### config.mk
export PLATFORM = sky130hd
export DESIGN_NAME = spin_dial
export DESIGN_NICKNAME = d
export VERILOG_FILES = /design/src/rtl/spin_pkg.sv /design/src/rtl/spin_chan.sv /design/src/rtl/spin_dial.sv
export SDC_FILE = /design/constraint.sdc
export NUM_CORES = 1
export LEC_CHECK = 0
export ABC_AREA = 1
export BUFFER_PORTS_ARGS = -buffer_cell sky130_fd_sc_hd__buf_2
export CAP_MARGIN = 20
export CELL_PAD_IN_SITES_DETAIL_PLACEMENT = 1
export CELL_PAD_IN_SITES_GLOBAL_PLACEMENT = 1
export CORE_UTILIZATION = 25
export CTS_BUF_LIST = sky130_fd_sc_hd__clkbuf_16
export DETAILED_ROUTE_END_ITERATION = 10
export PLACE_DENSITY_LB_ADDON = 0.2
export SETUP_SLACK_MARGIN = 0.5
export SLEW_MARGIN = 10
export SYNTH_ARGS = -nofsm -noshare
export SYNTH_HDL_FRONTEND = slang
export SYNTH_SLANG_ARGS = --single-unit
### constraint.sdc
create_clock -name clk -period 7 [get_ports clk]
set_clock_uncertainty 0.1 [all_clocks]
set_input_delay 0.7 -clock clk [delete_from_list [all_inputs] [get_ports clk]]
set_output_delay 0.7 -clock clk [all_outputs]
set_load 0.1 [all_outputs]
### src/rtl/spin_pkg.sv
// rtl/spin_pkg.sv - shared types and helpers for the spinner/dial input stage
package spin_pkg;

  // Accumulator width is the visible angle plus the fractional bits below it.
  function automatic int acc_width(input int out_w, input int frac_w);
    return out_w + frac_w;
  endfunction

  // HPS spinner deltas are 8-bit two's complement; widen for modular adds.
  function automatic logic [31:0] sext_delta(input logic [7:0] d);
    return {{24{d[7]}}, d};
  endfunction

  // One analog spinner event: valid for the cycle the toggle bit flipped.
  typedef struct packed {
    logic       valid;
    logic [7:0] delta;
  } spin_evt_t;

  // Direction of the digital controls on a frame tick.
  typedef enum logic [1:0] {
    DIR_NONE = 2'd0,
    DIR_CW   = 2'd1,
    DIR_CCW  = 2'd2
  } dir_t;

endpackage

### src/rtl/spin_chan.sv
// rtl/spin_chan.sv - per-spinner arming and toggle-to-event detection
module spin_chan
  import spin_pkg::*;
(
  input  logic       clk,
  input  logic       reset,
  input  logic [8:0] spin_in,
  output spin_evt_t  evt
);

  logic tog_q;
  logic armed;

  // Track the toggle bit every cycle; the first post-reset cycle only arms.
  always_ff @(posedge clk) begin
    tog_q <= spin_in[8];
    if (reset) begin
      armed <= 1'b0;
    end else begin
      armed <= 1'b1;
    end
  end

  // An event is a toggle-bit change seen once armed; delta rides along.
  always_comb begin
    evt       = '0;
    evt.valid = armed & (spin_in[8] != tog_q);
    evt.delta = spin_in[7:0];
  end

endmodule

### src/rtl/spin_dial.sv
// rtl/spin_dial.sv - merges spinners and digital controls into one wrapping dial angle
module spin_dial
  import spin_pkg::*;
#(
  parameter int OUT_W       = 4,
  parameter int FRAC_W      = 4,
  parameter int BASE_RATE   = 2,
  parameter int ACCEL_MAX   = 14,
  parameter int ACCEL_SHIFT = 1
) (
  input  logic             clk,
  input  logic             reset,
  input  logic             plus,
  input  logic             minus,
  input  logic             fast,
  input  logic             strobe,
  input  logic [8:0]       spin_in0,
  input  logic [8:0]       spin_in1,
  output logic [OUT_W-1:0] spin_out,
  output logic             src_sel,
  output logic             moved
);

  localparam int ACC_W  = acc_width(OUT_W, FRAC_W);
  localparam int HOLD_W = $clog2(ACCEL_MAX + 1);

  spin_evt_t evt0;
  spin_evt_t evt1;

  logic [ACC_W-1:0]  acc,   acc_nx;
  logic [HOLD_W-1:0] hold,  hold_nx;
  dir_t              dir_q, dir_nx;
  logic              strobe_q;
  logic              src_nx;
  logic              moved_nx;

  dir_t              dir;
  logic              tick;
  logic [ACC_W-1:0]  rate;
  logic [ACC_W-1:0]  step;
  logic [ACC_W-1:0]  d0;
  logic [ACC_W-1:0]  d1;
  logic [ACC_W-1:0]  sum;

  spin_chan u_chan0 (
    .clk     (clk),
    .reset   (reset),
    .spin_in (spin_in0),
    .evt     (evt0)
  );

  spin_chan u_chan1 (
    .clk     (clk),
    .reset   (reset),
    .spin_in (spin_in1),
    .evt     (evt1)
  );

  // Sum digital step and both analog deltas into a single modular update.
  always_comb begin
    tick     = strobe & ~strobe_q;
    dir      = DIR_NONE;
    rate     = ACC_W'(BASE_RATE) + ACC_W'(hold >> ACCEL_SHIFT);
    step     = '0;
    d0       = '0;
    d1       = '0;
    hold_nx  = hold;
    dir_nx   = dir_q;
    src_nx   = src_sel;

    if (plus && !minus) begin
      dir = DIR_CW;
    end else if (minus && !plus) begin
      dir = DIR_CCW;
    end

    if (fast) begin
      rate = rate << 1;
    end

    // Rate uses the hold value from before this tick; release or reversal clears it.
    if (tick) begin
      dir_nx = dir;
      if (dir == DIR_CW) begin
        step = rate;
      end else if (dir == DIR_CCW) begin
        step = -rate;
      end
      if (dir == DIR_NONE) begin
        hold_nx = '0;
      end else if (dir_q != DIR_NONE && dir != dir_q) begin
        hold_nx = '0;
      end else if (hold < HOLD_W'(ACCEL_MAX)) begin
        hold_nx = hold + 1'b1;
      end
    end

    if (evt0.valid) begin
      d0 = ACC_W'(sext_delta(evt0.delta));
    end
    if (evt1.valid) begin
      d1 = ACC_W'(sext_delta(evt1.delta));
    end

    if (evt1.valid && !evt0.valid) begin
      src_nx = 1'b1;
    end else if (evt0.valid && !evt1.valid) begin
      src_nx = 1'b0;
    end

    sum      = step + d0 + d1;
    acc_nx   = acc + sum;
    moved_nx = (sum != '0);
  end

  // Register accumulator, acceleration state and outputs.
  always_ff @(posedge clk) begin
    if (reset) begin
      acc      <= '0;
      hold     <= '0;
      dir_q    <= DIR_NONE;
      strobe_q <= 1'b0;
      src_sel  <= 1'b0;
      moved    <= 1'b0;
    end else begin
      acc      <= acc_nx;
      hold     <= hold_nx;
      dir_q    <= dir_nx;
      strobe_q <= strobe;
      src_sel  <= src_nx;
      moved    <= moved_nx;
    end
  end

  assign spin_out = acc[ACC_W-1:FRAC_W];

endmodule

==> results of run 1 <==
## stage by stage
step                      setup WS (ns)  hold WS, ns  std cells
after floorplan                   2.963       0.3636        277
after global placement            2.188       0.3399        399
after detailed placement          2.055       0.3435        399
after CTS                         2.334       0.3527        402
after global routing              1.900       0.3993        402
final                             2.420       0.3468        402
## Yosys cell counts, drive strengths merged, types with 2 or more instances
| cell | n | area, um^2 |
|---|---|---|
| a21oi | 19 | 95.09 |
| a31oi | 2 | 12.51 |
| buf | 5 | 41.29 |
| dfxtp | 20 | 400.4 |
| fa | 9 | 180.2 |
| ha | 20 | 250.2 |
| inv | 60 | 225.2 |
| nand2 | 61 | 249.0 |
| nand3 | 20 | 105.1 |
| nand4 | 5 | 31.28 |
| nor2 | 20 | 90.08 |
| o211ai | 3 | 22.52 |
| o21ai | 20 | 115.1 |
| or2 | 2 | 12.51 |
| xnor2 | 2 | 17.52 |
| xor2 | 2 | 17.52 |
## cell usage in the layout, fill, tap and decap left out
master / instances
dfxtp_1: 20
o21ai_2: 1
a21oi_1: 19
nand2_2: 5
nand2_1: 55
nand3_1: 19
nor2_4: 2
xnor2_1: 2
fa_1: 9
nand4_1: 5
a21o_1: 1
o21ai_0: 18
nor3b_1: 1
nor2_1: 18
o211ai_1: 3
inv_1: 59
ha_1: 20
clkbuf_16: 3
nor4_1: 1
a21boi_0: 1
xor2_1: 2
a31oi_1: 2
buf_2: 29
inv_2: 1
o22ai_1: 1
o21ai_4: 1
nand3_2: 1
nand2_4: 1
o32ai_1: 1
or2_2: 2
## cells by family after synthesis
logic type | synth area share, %
flip-flops | 20.93
XOR/XNOR | 1.832
adder cells (fa/ha/maj) | 22.50
AO/OA/AOI/OAI | 14.39
AND/OR/NAND/NOR | 26.23
buffers and inverters | 14.13
## worst max-delay path by stage
stage / endpoint / slack, ns / depth (start not counted)
final: acc[7] / 2.42 / 23
after global routing: acc[7] / 1.90 / 23
after CTS: acc[7] / 2.33 / 23
after detailed placement: acc[7] / 2.06 / 23
after global placement: acc[7] / 2.19 / 22
after floorplan: acc[6] / 2.96 / 22
## final cells by class
cell class	instances	area (um^2)	share of cell area, %
multi-input cells	191	1242	56.17
repair buffers	29	145.1	6.561
well taps	99	123.9	5.600
flip-flops and latches	20	400.4	18.10
clock buffers	3	75.07	3.394
inverters	60	225.2	10.18
## power breakdown
part | switching, mW | total (mW) | internal, mW
combinational | 0.163 | 0.226 | 0.0623
sequential | 0.0116 | 0.144 | 0.133
clock | 0.0465 | 0.122 | 0.0756
## layer usage
layer,up-vias,global-route usage [%]
met4,0,3.896
met3,9,3.324
met1,818,15.76
li1,930,-
met5,-,0
met2,19,24.29
## worst max-delay path: cells and delay by family
kind                     cells  cell delay, ns
adder cells (fa/ha/maj)      3            1.22
AND/OR/NAND/NOR              7            1.18
AO/OA/AOI/OAI                5            0.69
buffers and inverters        7            0.58
XOR/XNOR                     1            0.25
## registers in the layout (all words and copies together) (netlist names)
name / flops
u_chan1.armed: 1
strobe_q: 1
moved: 1
hold: 4
src_sel: 1
acc: 8
u_chan1.tog_q: 1
u_chan0.tog_q: 1
dir_q: 2
==> results.txt, run 1 <==
----------------------------------------------------
[Drt]
  WL met3 ... 138 um
  Via density per instance ... 4.418
  Routed metal-1 wirelength ... 2.144 mm
  DR WL/cell ... 11.96 um
  Post-route DRC violation count ... 0
  Highest layer used for signal routing ... met4
  Post-detailed-routing wire length ... 4.808 mm
  Starting DRC count in detailed routing ... 22
  Post-route antenna net violation count ... 0
  Length of routed met2 wiring ... 2.422 mm
  Number of search-and-repair iterations in the first detailed-routing pass ... 4
  DR vias ... 1,776

[Pwr]
  Leakage component of the power ... 1.260 nW
  Worst voltage drop across the vdd grid ... 82.79 uV
  Power per unit of standard cell area ... 222.5 nW/um^2
  Pwr Total ... 0.4923 mW

[Min path]
  End point of the most critical hold path ... src_sel
  HP Class ... reg2reg
  HP Start ... src_sel
  Cell depth of the worst hold path ... 2

[Synthesis]
  Count of flip-flops with a built-in enable after synthesis ... 0
  Gate Count Post-Synth ... 277
  Synth async-reset ratio ... 0%
  Syn. warnings ... 0
  Post-Syn Area ... 1913 um^2
  Net count after synthesis ... 330
  Sequential share of the synthesized area ... 20.93%
  Post-synthesis cell type count ... 31
  Most used flip-flop cell after synthesis ... dfxtp_1
  Synthesized area per cell ... 6.906 um^2
  Flops & latches, synth ... 20

[Clock tree]
  Root buf cell ... clkbuf_16
  Number of instances resized during post-cts repair ... 0
  Clock insertion delay at the later pin of the skew report ... 0.26 ns
  CTS sink cnt ... 20
  Number of setup buffers added after CTS ... 0
  Clock tree from TritonCTS ... done
  Clock slew at reported path FFs ... 0.06 ns
  Worst-case clock buffer depth ... 2
  Post-cts hold buffer count ... 0
  CTS HTree Levels ... 1
  Number of buffers created by CTS ... 3

[Die]
  Total Die Area ... 8006 um^2
  Initial core utilization ... 26.10%
  Horizontal die dimension ... 89.48 um
  Number of top-level pins ... 30
  Total core area ... 7331 um^2
  Standard-cell rows ... 31
  Die outline height ... 89.48 um

[Setup path]
  Maximum fanout along the worst path ... 12
  RR Endpoint ... acc[7]
  Type of the setup path with the least slack ... in2reg
  Type of element capturing the critical path ... flip-flop
  Largest stage delay, worst path ... 0.54 ns
  Highest-delay cell along the critical path ... nor2_1
  Worst path arrival time ... 4.63 ns
  Worst setup path start ... strobe
  Most common cell on crit path ... inv_1
  Depth of the worst register-to-register path ... 21
  Worst reg2reg startpoint ... strobe_q
  Flop2flop setup slack ... 2.67 ns
  Kind of launch point of the worst setup path ... input port
  Critical path required time ... 7.05 ns
  Critical path, cell by cell ... buf_2 > inv_1 > nor2_1 > nand3_1 > inv_1 > o21ai_0 > o22ai_1 > inv_1 > fa_1 > inv_1 > ha_1 > a21oi_1 > o211ai_1 > xnor2_1 > inv_1 > ha_1 > nand2_1 > inv_1 > nand4_1 > o211ai_1 > nand3_1 > nand2_1 > nor2_1

[Global routing]
  GR Overflow Total ... 0
  Pin count of the biggest net entering global routing ... 13
  Wire length of the first global-routing pass ... 8.086 mm
  Total GRT Usage ... 13.47%
  Antenna violations before repair ... 0
  Number of global-route vias before repair ... 1,750

[Placement]
  Post-detailed-placement cell area ... 2137 um^2
  RePlAce Congestion ... 0.8050
  HPWL after detailed placement ... 4.100 mm
  Input/output buffers ... 29

[Flow run]
  Maximum Capacitance Violations ... 0

[STA]
  Final Slew Violations ... 0
  Slew at the pin closest to its max-slew limit ... 0.7124 ns
  Total Neg Setup Slack ... 0 ns
  Final worst-path cycle share ... 65.43%
  Rel. slew slack ... 52.33%
  Achievable frequency ... 0.2184 GHz
  Final setup violation count ... 0
  Number of hold violations in the final report ... 0
  Time the final worst path needs with I/O delays and setup ... 4.580 ns
  RSZ-0062 raised after global routing ... false

[Final layout]
  Util after Layout ... 30.18%
  Layout Cell Area excl Fill ... 2212 um^2
  Antenna fix cells ... 0
  Area delta synth->final ... 15.63%
  Fin nets ... 358
  Fill cell total of the finished layout ... 955
  Fraction of layout instances using a drive strength above 1 ... 15.18%

[Outcome]
  Status ... finished clean

----------------------------------------------------
Power figures use the tool's default switching activity.
==> run 2: changes to the inputs <==
--- a/config.mk
+++ b/config.mk
@@ -5,7 +5,7 @@
 export SDC_FILE = /design/constraint.sdc
 export NUM_CORES = 1
 export LEC_CHECK = 0
-export ABC_AREA = 1
+export ABC_AREA = 0
 export BUFFER_PORTS_ARGS = -buffer_cell sky130_fd_sc_hd__buf_2
 export CAP_MARGIN = 20
 export CELL_PAD_IN_SITES_DETAIL_PLACEMENT = 1
==> constraint.sdc (replaced) <==
create_clock -name clk -period 4.4 [get_ports clk]
set_clock_uncertainty 0.1 [all_clocks]
set_input_delay 0.44 -clock clk [delete_from_list [all_inputs] [get_ports clk]]
set_output_delay 0.44 -clock clk [all_outputs]
set_load 0.1 [all_outputs]
==> results.txt, run 2 <==
----------------------------------------------------
[Outcome]
  Status ... finished clean (unchanged)

[Synthesis]
  Post-Synth Simple-Gate Area ... 18.89% (was 26.23%)
  Synth async-reset ratio ... 0% (unchanged)
  Synthesized area per cell ... 8.332 um^2 (was 6.906 um^2)
  Post-synthesis cell type count ... 45 (was 31)
  Post-synthesis share of cell area spent on full adders, half adders and majority gates ... 23.81% (was 22.50%)
  Most area-consuming cells after synthesis ... dfxtp_1, ha_1, fa_1 (was dfxtp_1, ha_1, inv_1)
  Gate Count Post-Synth ... 217 (was 277)
  Flops & latches, synth ... 20 (unchanged)
  Largest family of logic cells by synthesized area ... adder cells (was simple AND/OR/NAND/NOR gates)
  Most used flip-flop cell after synthesis ... dfxtp_1 (unchanged)
  Xor/xnor cell area share of the yosys netlist ... 7.612% (was 1.831%)
  Net count after synthesis ... 270 (was 330)
  Portion of synthesized cell area occupied by the leading cell type ... 22.15% (was 20.93%)
  Post-Syn Area ... 1808 um^2 (was 1913 um^2)
  Count of flip-flops with a built-in enable after synthesis ... 0 (unchanged)
  Synthesized-area fraction occupied by ao, oa, aoi and oai cells ... 17.37% (was 14.39%)
  Sequential share of the synthesized area ... 22.15% (was 20.93%)
  Syn. warnings ... 0 (unchanged)
  Mux share of post-synthesis cell area ... 2.215% (was 0%)
  Leading post-synthesis cells by instance count ... inv_1, nand2_1, dfxtp_1, ha_1, a21oi_1 (was inv_1, nand2_1, dfxtp_1, ha_1)
  Cell taking the most area after synthesis ... dfxtp_1 (unchanged)

[Global routing]
  GR Overflow Total ... 0 (unchanged)
  Antenna violations before repair ... 0 (unchanged)
  Total GRT Usage ... 14.06% (was 13.47%)
  Wire length of the first global-routing pass ... 8.197 mm (was 8.086 mm)
  Pin count of the biggest net entering global routing ... 18 (was 13)
  Number of global-route vias before repair ... 1,740 (was 1,750)

[Drt]
  Via density per instance ... 4.544 (was 4.418)
  DR vias ... 1,604 (was 1,776)
  Post-route DRC violation count ... 0 (unchanged)
  Post-detailed-routing wire length ... 4.934 mm (was 4.808 mm)
  DR WL/cell ... 13.98 um (was 11.96 um)
  Post-route antenna net violation count ... 0 (unchanged)
  Starting DRC count in detailed routing ... 27 (was 22)
  Number of search-and-repair iterations in the first detailed-routing pass ... 2 (was 4)

[STA]
  Achievable frequency ... 0.2506 GHz
  Time the final worst path needs with I/O delays and setup ... 3.991 ns
  Final setup violation count ... 0 (unchanged)
  Slew at the pin closest to its max-slew limit ... 0.4865 ns (was 0.7124 ns)
  Rel. slew slack ... 67.79% (was 52.33%)
  RSZ-0062 raised after global routing ... true (was false)
  Final Slew Violations ... 0 (unchanged)
  Post-route setup slack ... 0.4093 ns (was 2.420 ns)
  Minimum hold slack ... 0.2034 ns (was 0.3468 ns)
  Number of hold violations in the final report ... 0 (unchanged)
  Final worst-path cycle share ... 90.70%
  Total Neg Setup Slack ... 0 ns (unchanged)

[Setup path]
  Kind of launch point of the worst setup path ... flip-flop (was input port)
  Worst path arrival time ... 4.04 ns (was 4.63 ns)
  Maximum fanout along the worst path ... 4 (was 12)
  Type of element capturing the critical path ... flip-flop (unchanged)
  Critical path required time ... 4.45 ns (was 7.05 ns)
  Type of the setup path with the least slack ... reg2reg (was in2reg)

[Placement]
  RePlAce Congestion ... 0.7419 (was 0.8050)
  Post-Place Worst Slack ... -0.1674 ns (was 2.055 ns)
  Input/output buffers ... 29 (unchanged)
  HPWL after detailed placement ... 3.711 mm (was 4.100 mm)

[Die]
  Total Die Area ... 7576 um^2 (was 8006 um^2)
  Standard-cell rows ... 30 (was 31)
  Horizontal die dimension ... 87.04 um (was 89.48 um)
  Total core area ... 6907 um^2 (was 7331 um^2)
  Number of top-level pins ... 30 (unchanged)
  Die outline height ... 87.04 um (was 89.48 um)
  Initial core utilization ... 26.18% (was 26.10%)

[Pwr]
  Leakage component of the power ... 1.104 nW (was 1.260 nW)
  Internal power summed over all cells ... 0.5394 mW (was 0.2707 mW)
  Worst voltage drop across the vdd grid ... 251.4 uV (was 82.79 uV)
  Clock network fraction of total power ... 20.5% (was 24.8%)
  Pwr Total ... 0.9630 mW (was 0.4923 mW)
  Power per unit of standard cell area ... 390.3 nW/um^2 (was 222.5 nW/um^2)
  NetSw ... 0.4236 mW (was 0.2215 mW)
  Proportion of power drawn by combinational gates ... 54.6% (was 45.9%)
  Switching part of the total power ... 43.99% (was 45.01%)
  Sequential share of power ... 24.8% (was 29.3%)

[Clock tree]
  Clock insertion delay at the later pin of the skew report ... 0.26 ns (about the same)
  CTS HTree Levels ... 1 (unchanged)
  Post-cts hold buffer count ... 0 (unchanged)
  Worst-case clock buffer depth ... 2 (unchanged)
  Root buf cell ... clkbuf_16 (unchanged)
  Clock slew at reported path FFs ... 0.06 ns (about the same)
  CTS sink cnt ... 20 (unchanged)
  Clock tree from TritonCTS ... done (unchanged)
  Number of buffers created by CTS ... 3 (unchanged)

[Final layout]
  Top library cells by usage in the layout, fill and taps aside ... buf_2, inv_1, nand2_1 (was inv_1, nand2_1, buf_2)
  Most frequent standard cell in the layout excluding fill and tap cells ... buf_2 (was inv_1)
  Area delta synth->final ... 36.47% (was 15.63%)
  Antenna fix cells ... 0 (unchanged)
  Top flop regs ... acc: 8 flops, hold: 4 flops, dir_q: 2 flops (unchanged)
  Register containing the most flip-flops in the final layout ... acc (unchanged)
  Fraction of layout instances using a drive strength above 1 ... 32.68% (was 15.18%)
  Number of flip-flops under the largest register name ... 8 (unchanged)
  Fin nets ... 311 (was 358)

[Flow run]
  Maximum Capacitance Violations ... 0 (unchanged)

[Min path]
  HP Class ... in2reg (was reg2reg)

----------------------------------------------------
==> run 2: worst paths after layout <==
path	start	end	slack (ns)	depth (start not counted)
worst max-delay path	hold[3]	acc[7]	0.41	19
worst min register to register	dir_q[1]	dir_q[1]	0.39	2
worst min-delay path	spin_in0[8]	u_chan0.tog_q	0.20	1
worst max register to register	hold[3]	acc[7]	0.41	19
==> run 2: final cells by class <==
type,instances,area (um^2)
Fill cell,833,4439
Inverter,24,90.09
Timing Repair Buffer,46,276.5
Tap cell,96,120.1
Sequential cell,20,405.4
Clock inverter,1,3.754
Clock buffer,3,75.07
Multi-Input combinational cell,163,1496
==> run 2: worst max-delay path: stages, from the launching register on <==
cell      delay (ns)
dfxtp_4         0.35
ha_4            0.31
nand2_4         0.05
mux2i_1         0.14
a21oi_1         0.06
a32oi_1         0.23
fa_1            0.49
inv_2           0.10
ha_4            0.19
a21o_1          0.16
a21oi_2         0.16
o21bai_1        0.10
a21oi_2         0.21
xnor2_2         0.11
ha_4            0.30
o21ai_4         0.05
a21oi_2         0.18
nand2_1         0.09
and4b_1         0.18
a311o_1         0.31
==> run 2: power by group through the flow <==
| stage | clock network (mW) | logic, mW | registers [mW] |
|---|---|---|---|
| 4_1_cts | 0.201 | 0.466 | 0.236 |
| 3_3_place_gp | 0 | 0.405 | 0.236 |
| 6_report | 0.198 | 0.526 | 0.239 |
| 2_1_floorplan | 0 | 0.341 | 0.243 |
| 3_5_place_dp | 0 | 0.410 | 0.237 |
| 5_1_grt | 0.212 | 0.571 | 0.244 |
==> run 2: cell families after synthesis <==
family          after synthesis
flops                        20
fa+ha+maj                    29
buf+inv                      34
compound gates               50
simple gates                 66
mux                           4
xor+xnor                     14
==> run 2: per-layer routing <==
layer | GRT usage [%] | routed length, um
met5 | 0 | 0
met4 | 3.636 | 51
met3 | 2.180 | 131
met2 | 24.48 | 2358
met1 | 18.01 | 2393
==> run 2: stage by stage <==
stage	area [um^2]	util [%]	instances
final	2467	35.72	353
after global routing	2467	35.72	353
after CTS	2361	34.18	352
after detailed placement	2105	30.47	339
after global placement	2105	30.47	339
after floorplan	1841	-	217
==> run 2: timing repair <==
action,in CTS,in global routing
gates resized for setup,25,14
endpoints found under the setup margin,2,2
buffers inserted,9,1
cloned,0,0
hold endpoints to repair,0,0
pin swaps,22,18
